## src/rtl/mem_arbiter.sv

```systemverilog
// Round-robin arbiter that lets two req/ack masters share one synchronous RAM, and blocks writes at or above ROM_BASE.
// Latency: a request granted at edge E is issued in cycle E+1 and acked in E+2. Backpressure: a master holds req until its ack.
module mem_arbiter #(
    parameter int                ADDR_W   = 8,
    parameter int                DATA_W   = 8,
    parameter logic [ADDR_W-1:0] ROM_BASE = ADDR_W'(8'h80)
) (
    input  logic              clk,
    input  logic              reset,
    input  logic              req0,
    input  logic              we0,
    input  logic [ADDR_W-1:0] addr0,
    input  logic [DATA_W-1:0] wdata0,
    output logic              ack0,
    output logic [DATA_W-1:0] rdata0,
    output logic              err0,
    input  logic              req1,
    input  logic              we1,
    input  logic [ADDR_W-1:0] addr1,
    input  logic [DATA_W-1:0] wdata1,
    output logic              ack1,
    output logic [DATA_W-1:0] rdata1,
    output logic              err1,
    output logic [ADDR_W-1:0] ram_addr,
    output logic              ram_we,
    output logic [DATA_W-1:0] ram_wdata,
    input  logic [DATA_W-1:0] ram_rdata,
    output logic              busy
);

    typedef enum logic [1:0] {
        S_IDLE     = 2'd0,
        S_ISSUE    = 2'd1,
        S_COMPLETE = 2'd2
    } state_t;

    state_t              r_state;
    state_t              w_state_nxt;
    logic                r_last;
    logic                r_owner;
    logic                r_we;
    logic [ADDR_W-1:0]   r_addr;
    logic [DATA_W-1:0]   r_wdata;
    logic [DATA_W-1:0]   r_rdata0;
    logic [DATA_W-1:0]   r_rdata1;

    logic                w_el0;
    logic                w_el1;
    logic                w_grant;
    logic                w_win;
    logic                w_blocked;
    logic                w_complete;
    logic                w_rd_done0;
    logic                w_rd_done1;

    // The port being acked this cycle may not win again at the same edge.
    always_comb begin
        w_complete = (r_state == S_COMPLETE);
        w_blocked  = r_we && (r_addr >= ROM_BASE);
        w_el0      = req0 && !(w_complete && (r_owner == 1'b0));
        w_el1      = req1 && !(w_complete && (r_owner == 1'b1));
        w_grant    = ((r_state == S_IDLE) || w_complete) && (w_el0 || w_el1);
        w_win      = (w_el0 && w_el1) ? ~r_last : w_el1;
        w_rd_done0 = w_complete && (r_owner == 1'b0) && !r_we;
        w_rd_done1 = w_complete && (r_owner == 1'b1) && !r_we;
    end

    always_comb begin
        w_state_nxt = r_state;
        case (r_state)
            S_IDLE: begin
                if (w_grant) begin
                    w_state_nxt = S_ISSUE;
                end
            end
            S_ISSUE: begin
                w_state_nxt = S_COMPLETE;
            end
            S_COMPLETE: begin
                w_state_nxt = w_grant ? S_ISSUE : S_IDLE;
            end
            default: begin
                w_state_nxt = S_IDLE;
            end
        endcase
    end

    always_ff @(posedge clk) begin
        if (reset) begin
            r_state  <= S_IDLE;
            r_last   <= 1'b1;
            r_owner  <= 1'b0;
            r_we     <= 1'b0;
            r_addr   <= '0;
            r_wdata  <= '0;
            r_rdata0 <= '0;
            r_rdata1 <= '0;
        end else begin
            r_state <= w_state_nxt;
            if (w_grant) begin
                r_owner <= w_win;
                r_last  <= w_win;
                r_we    <= w_win ? we1    : we0;
                r_addr  <= w_win ? addr1  : addr0;
                r_wdata <= w_win ? wdata1 : wdata0;
            end
            if (w_rd_done0) begin
                r_rdata0 <= ram_rdata;
            end
            if (w_rd_done1) begin
                r_rdata1 <= ram_rdata;
            end
        end
    end

    // Command registers only change on a grant, so the RAM bus holds between accesses.
    assign ram_addr  = r_addr;
    assign ram_wdata = r_wdata;
    assign ram_we    = (r_state == S_ISSUE) && r_we && !w_blocked;
    assign busy      = (r_state != S_IDLE);

    assign ack0   = w_complete && (r_owner == 1'b0);
    assign ack1   = w_complete && (r_owner == 1'b1);
    assign err0   = ack0 && w_blocked;
    assign err1   = ack1 && w_blocked;
    assign rdata0 = w_rd_done0 ? ram_rdata : r_rdata0;
    assign rdata1 = w_rd_done1 ? ram_rdata : r_rdata1;

endmodule

```

## config.mk

```make
export PLATFORM = sky130hd
export DESIGN_NAME = mem_arbiter
export DESIGN_NICKNAME = d
export VERILOG_FILES = /design/src/rtl/mem_arbiter.sv
export SDC_FILE = /design/constraint.sdc
export NUM_CORES = 1
export LEC_CHECK = 0
export CORE_UTILIZATION = 35
export DETAILED_ROUTE_END_ITERATION = 7
export PLACE_DENSITY = 0.75
export SLEW_MARGIN = 20
export SYNTH_ARGS = -nofsm -noshare
export SYNTH_HDL_FRONTEND = slang
export SYNTH_SLANG_ARGS = --single-unit
```

## constraint.sdc

```tcl
create_clock -name clk -period 1.47 [get_ports clk]
set_input_delay 0.2205 -clock clk [delete_from_list [all_inputs] [get_ports clk]]
set_output_delay 0.2205 -clock clk [all_outputs]
set_load 0.02 [all_outputs]
```

==> flow_metrics.env <==
export IMPL_run_status="complete, but fails checks"
export IMPL_failing_checks="negative setup slack"
export IMPL_grt_first_pass_wirelength_um=7300
export IMPL_synth_top_cells_by_area="sky130_fd_sc_hd__dfxtp_1 46%, sky130_fd_sc_hd__mux2_2 11%, sky130_fd_sc_hd__nand2_1 8.1%"
export IMPL_required_ns=1.25
export IMPL_synth_largest_area_cell="sky130_fd_sc_hd__dfxtp_1"
export IMPL_rows=24
export IMPL_synthDominantCellAreaShare=0.457
export IMPL_peakVddDrop_mv=0.482
export IMPL_layout_core_utilization=0.667
export IMPL_crit_fanout=6
export IMPL_worst_ep_arrival_time_ns=1.56
export IMPL_die_width_um=70.0
export IMPL_h_tree_lvls=2
export IMPL_final_hold_violation_count=0
export IMPL_dieHeight_um=70.0
export IMPL_gr_total_overflow=0
export IMPL_initial_core_utilization=0.367
export IMPL_totalWireLength_um=4460
export IMPL_layout_drive_gt1_share=0.342
export IMPL_synth_area_sq_um=1620
export IMPL_cts_root_buf="sky130_fd_sc_hd__clkbuf_8"
export IMPL_cp_start_kind="flip-flop"
export IMPL_port_buffers=83
export IMPL_mostFrequentLayoutCell="sky130_fd_sc_hd__clkdlybuf4s50_1"
export IMPL_timing_critical_path_mode_cell="sky130_fd_sc_hd__buf_6"
export IMPL_remaining_drc_errors=0
export IMPL_grt_antenna_before_repair=0
export IMPL_critical_path_buffer_and_inverter_count=2
export IMPL_mappedNetlistNets=217
export IMPL_global_route_usage_met1=0.228
export IMPL_final_critical_path_setup_slack_ns=-0.311
export IMPL_yosysUniqueCellTypes=27
export IMPL_setup_violations=38
export IMPL_num_cts_buffers=5
export IMPL_clk_transition_reported_paths_ns=0.07
export IMPL_num_fill_cells=367
export IMPL_gr_usage_met3=0.0563
export IMPL_finalMaxSlewViolations=0
export IMPL_critPathMaxStageDelay_ns=0.35
export IMPL_cts_tree="done"
export IMPL_n_antenna_cell=0
export IMPL_power_density_cells_nw_per_um2=860
export IMPL_crit_chain="nand2b_4 > nor3_4 > buf_6 > mux2_2 > buf_6"
export IMPL_clock_sink_count=37
export IMPL_final_setup_skew_ns=0.00441
export IMPL_design_core_area_sq_um=4410
export IMPL_hold_path_class="in -> reg"
export IMPL_critical_path_class="reg -> out"
export IMPL_drt_pass1_iter_count=4
export IMPL_layout_cells_most_common_list="45 x sky130_fd_sc_hd__clkdlybuf4s50_1, 34 x sky130_fd_sc_hd__dfxtp_1, 26 x sky130_fd_sc_hd__nand2_1, 23 x sky130_fd_sc_hd__buf_6, 20 x sky130_fd_sc_hd__buf_4"
export IMPL_endpoint_kind="output port"
export IMPL_die_area_sq_um=4900
export IMPL_grt_pass1_vias=1585
export IMPL_gr_usage_met2=0.310
export IMPL_seq_area_frac_synth=0.457
export IMPL_fmax_ghz=0.561
export IMPL_cts_root_to_sink_buffers=2
export IMPL_final_min_period_over_clock_period=1.21
export IMPL_globalplace_congestion=0.743
export IMPL_critical_path_top_delay_family="multiplexers"
export IMPL_ys_warn_count=0
export IMPL_avgViaCountPerCell=4.82
export IMPL_finalNonFillerCells=333
export IMPL_antenna_left=0
export IMPL_setup_tns_final_ns=-9.75
export IMPL_final_net_count=326
export IMPL_timing_slew_headroom=0.826
export IMPL_routedWlPerCell_um=13.4
export IMPL_vias=1605
export IMPL_ios=84
export IMPL_period_needed_ns=1.78
export IMPL_cp_slowest_cell="sky130_fd_sc_hd__mux2_2"
export IMPL_synthCells=171
export IMPL_detailedPlacementHpwl_um=3030
export IMPL_layout_area_overhead_vs_synth_pct=81.8
export IMPL_drtIter0Drc=46
export IMPL_worst_skew_pair_late_latency_ns=0.29
export IMPL_setup_repair_after_global_routing_missed_its_margin="true"
export IMPL_ys_seq_elements=37
export IMPL_timing_worst_slew_pin_value_ns=0.254
export IMPL_gr_max_usage_layer="met2"
export IMPL_groute_usage_overall=0.190
export IMPL_grt_max_degree=32
export IMPL_maxCapViolCount=0
export IMPL_power_static_leakage_uw=0.00143
export IMPL_dpl_cell_count=320
export IMPL_syn_area_per_cell_sq_um=9.47
cell usage after synthesis:
| cell type | count |
|---|---|
| sky130_fd_sc_hd__a311o_1 | 1 |
| sky130_fd_sc_hd__nand2_1 | 35 |
| sky130_fd_sc_hd__nor3_4 | 2 |
| sky130_fd_sc_hd__and2_1 | 17 |
| sky130_fd_sc_hd__o21ai_1 | 11 |
| sky130_fd_sc_hd__a311oi_1 | 3 |
| sky130_fd_sc_hd__a311oi_4 | 1 |
| sky130_fd_sc_hd__buf_2 | 2 |
| sky130_fd_sc_hd__and3b_1 | 1 |
| sky130_fd_sc_hd__dfxtp_1 | 37 |
| sky130_fd_sc_hd__a31oi_1 | 14 |
| sky130_fd_sc_hd__nor3b_1 | 1 |
| sky130_fd_sc_hd__inv_1 | 4 |
| sky130_fd_sc_hd__a211oi_4 | 1 |
| sky130_fd_sc_hd__buf_6 | 4 |
| sky130_fd_sc_hd__mux2_2 | 16 |
| sky130_fd_sc_hd__o221ai_1 | 1 |
| sky130_fd_sc_hd__mux2i_1 | 1 |
| sky130_fd_sc_hd__o21ai_0 | 3 |
| sky130_fd_sc_hd__o22a_1 | 1 |
| sky130_fd_sc_hd__nor3_1 | 2 |
| sky130_fd_sc_hd__buf_4 | 1 |
| sky130_fd_sc_hd__or2_2 | 1 |
| sky130_fd_sc_hd__clkbuf_1 | 3 |
| sky130_fd_sc_hd__nor4bb_1 | 1 |
| sky130_fd_sc_hd__nand2b_1 | 1 |
| sky130_fd_sc_hd__nor2_1 | 6 |
final cells by class:
class / count / area, sq um / share of cell area
Clock buffer: 8 / 80.1 / 0.0272
Inverter: 4 / 15.0 / 0.00510
Multi-Input combinational cell: 120 / 888 / 0.302
Sequential cell: 37 / 747 / 0.254
Tap cell: 52 / 65.1 / 0.0221
Timing Repair Buffer: 112 / 1150 / 0.390
flip-flops by register name, indices dropped and copies added, names as in the netlist:
signal and cells:
r_last 1, r_owner 1, r_rdata0 8, r_rdata1 8, r_state 2, r_we 1
ram_addr 8, ram_wdata 8
metal layers:
layer  up-vias  part of all wire
li1        813                 -
met1       721              0.43
met2        59              0.48
met3        12             0.064
met4         0             0.024
met5         -                 0
cell families (layout without fill, tap and decap cells):
family | Yosys count | after routing | share of synthesized area
AND/OR/NAND/NOR | 67 | 67 | 0.211
flip-flops | 37 | 37 | 0.457
AO/OA/AOI/OAI | 36 | 36 | 0.159
multiplexers | 17 | 17 | 0.117
buffers and inverters | 14 | 124 | 0.0549
stage by stage:
stage	hold slack [ns]	instance area (sq um)	setup WS, ns	total power [uW]
global route	0.488	2940	-0.412	2670
floorplan	0.285	1640	-0.123	1470
global placement	0.489	2670	-0.410	1830
CTS	0.481	2840	-0.350	2550
finish	0.495	2940	-0.311	2530
detailed placement	0.508	2670	-0.432	1840
final timing paths:
| path | from | endpoint | slack (ns) | cells after the start |
|---|---|---|---|---|
| min | addr1[5] | ram_addr[5]$_SDFFE_PP0P_ | 0.49 | 3 |
| max reg2reg | r_state[0]$_SDFFE_PP0P_ | ram_addr[3]$_SDFFE_PP0P_ | -0.31 | 9 |
| min reg2reg | ram_addr[6]$_SDFFE_PP0P_ | ram_addr[6]$_SDFFE_PP0P_ | 0.52 | 2 |
| max | r_state[0]$_SDFFE_PP0P_ | rdata0[4] | -0.31 | 5 |
worst reg2reg max path, delay by kind of cell, from the launching register on:
| family | cells | cell delay (ns) |
|---|---|---|
| buf+inv | 5 | 0.68 |
| simple gates | 2 | 0.23 |
| flops | 1 | 0.32 |
| compound gates | 2 | 0.48 |
power by group:
group / switching (uW) / total [uW] / internal [uW] / leakage, uW
logic: 338 / 741 / 403 / 0.00109
clock network: 336 / 672 / 337 / 0.0000395
registers: 41.7 / 1120 / 1080 / 0.000305
total: 715 / 2530 / 1820 / 0.00143
repair_timing:
item,in CTS,in global routing
buffers inserted,3,2
endpoints found under the setup margin,42,63
pin swaps,14,12
hold buffers,0,0
cloned,1,0
gates resized for setup,140,33
(Power assumes the default switching activity.)
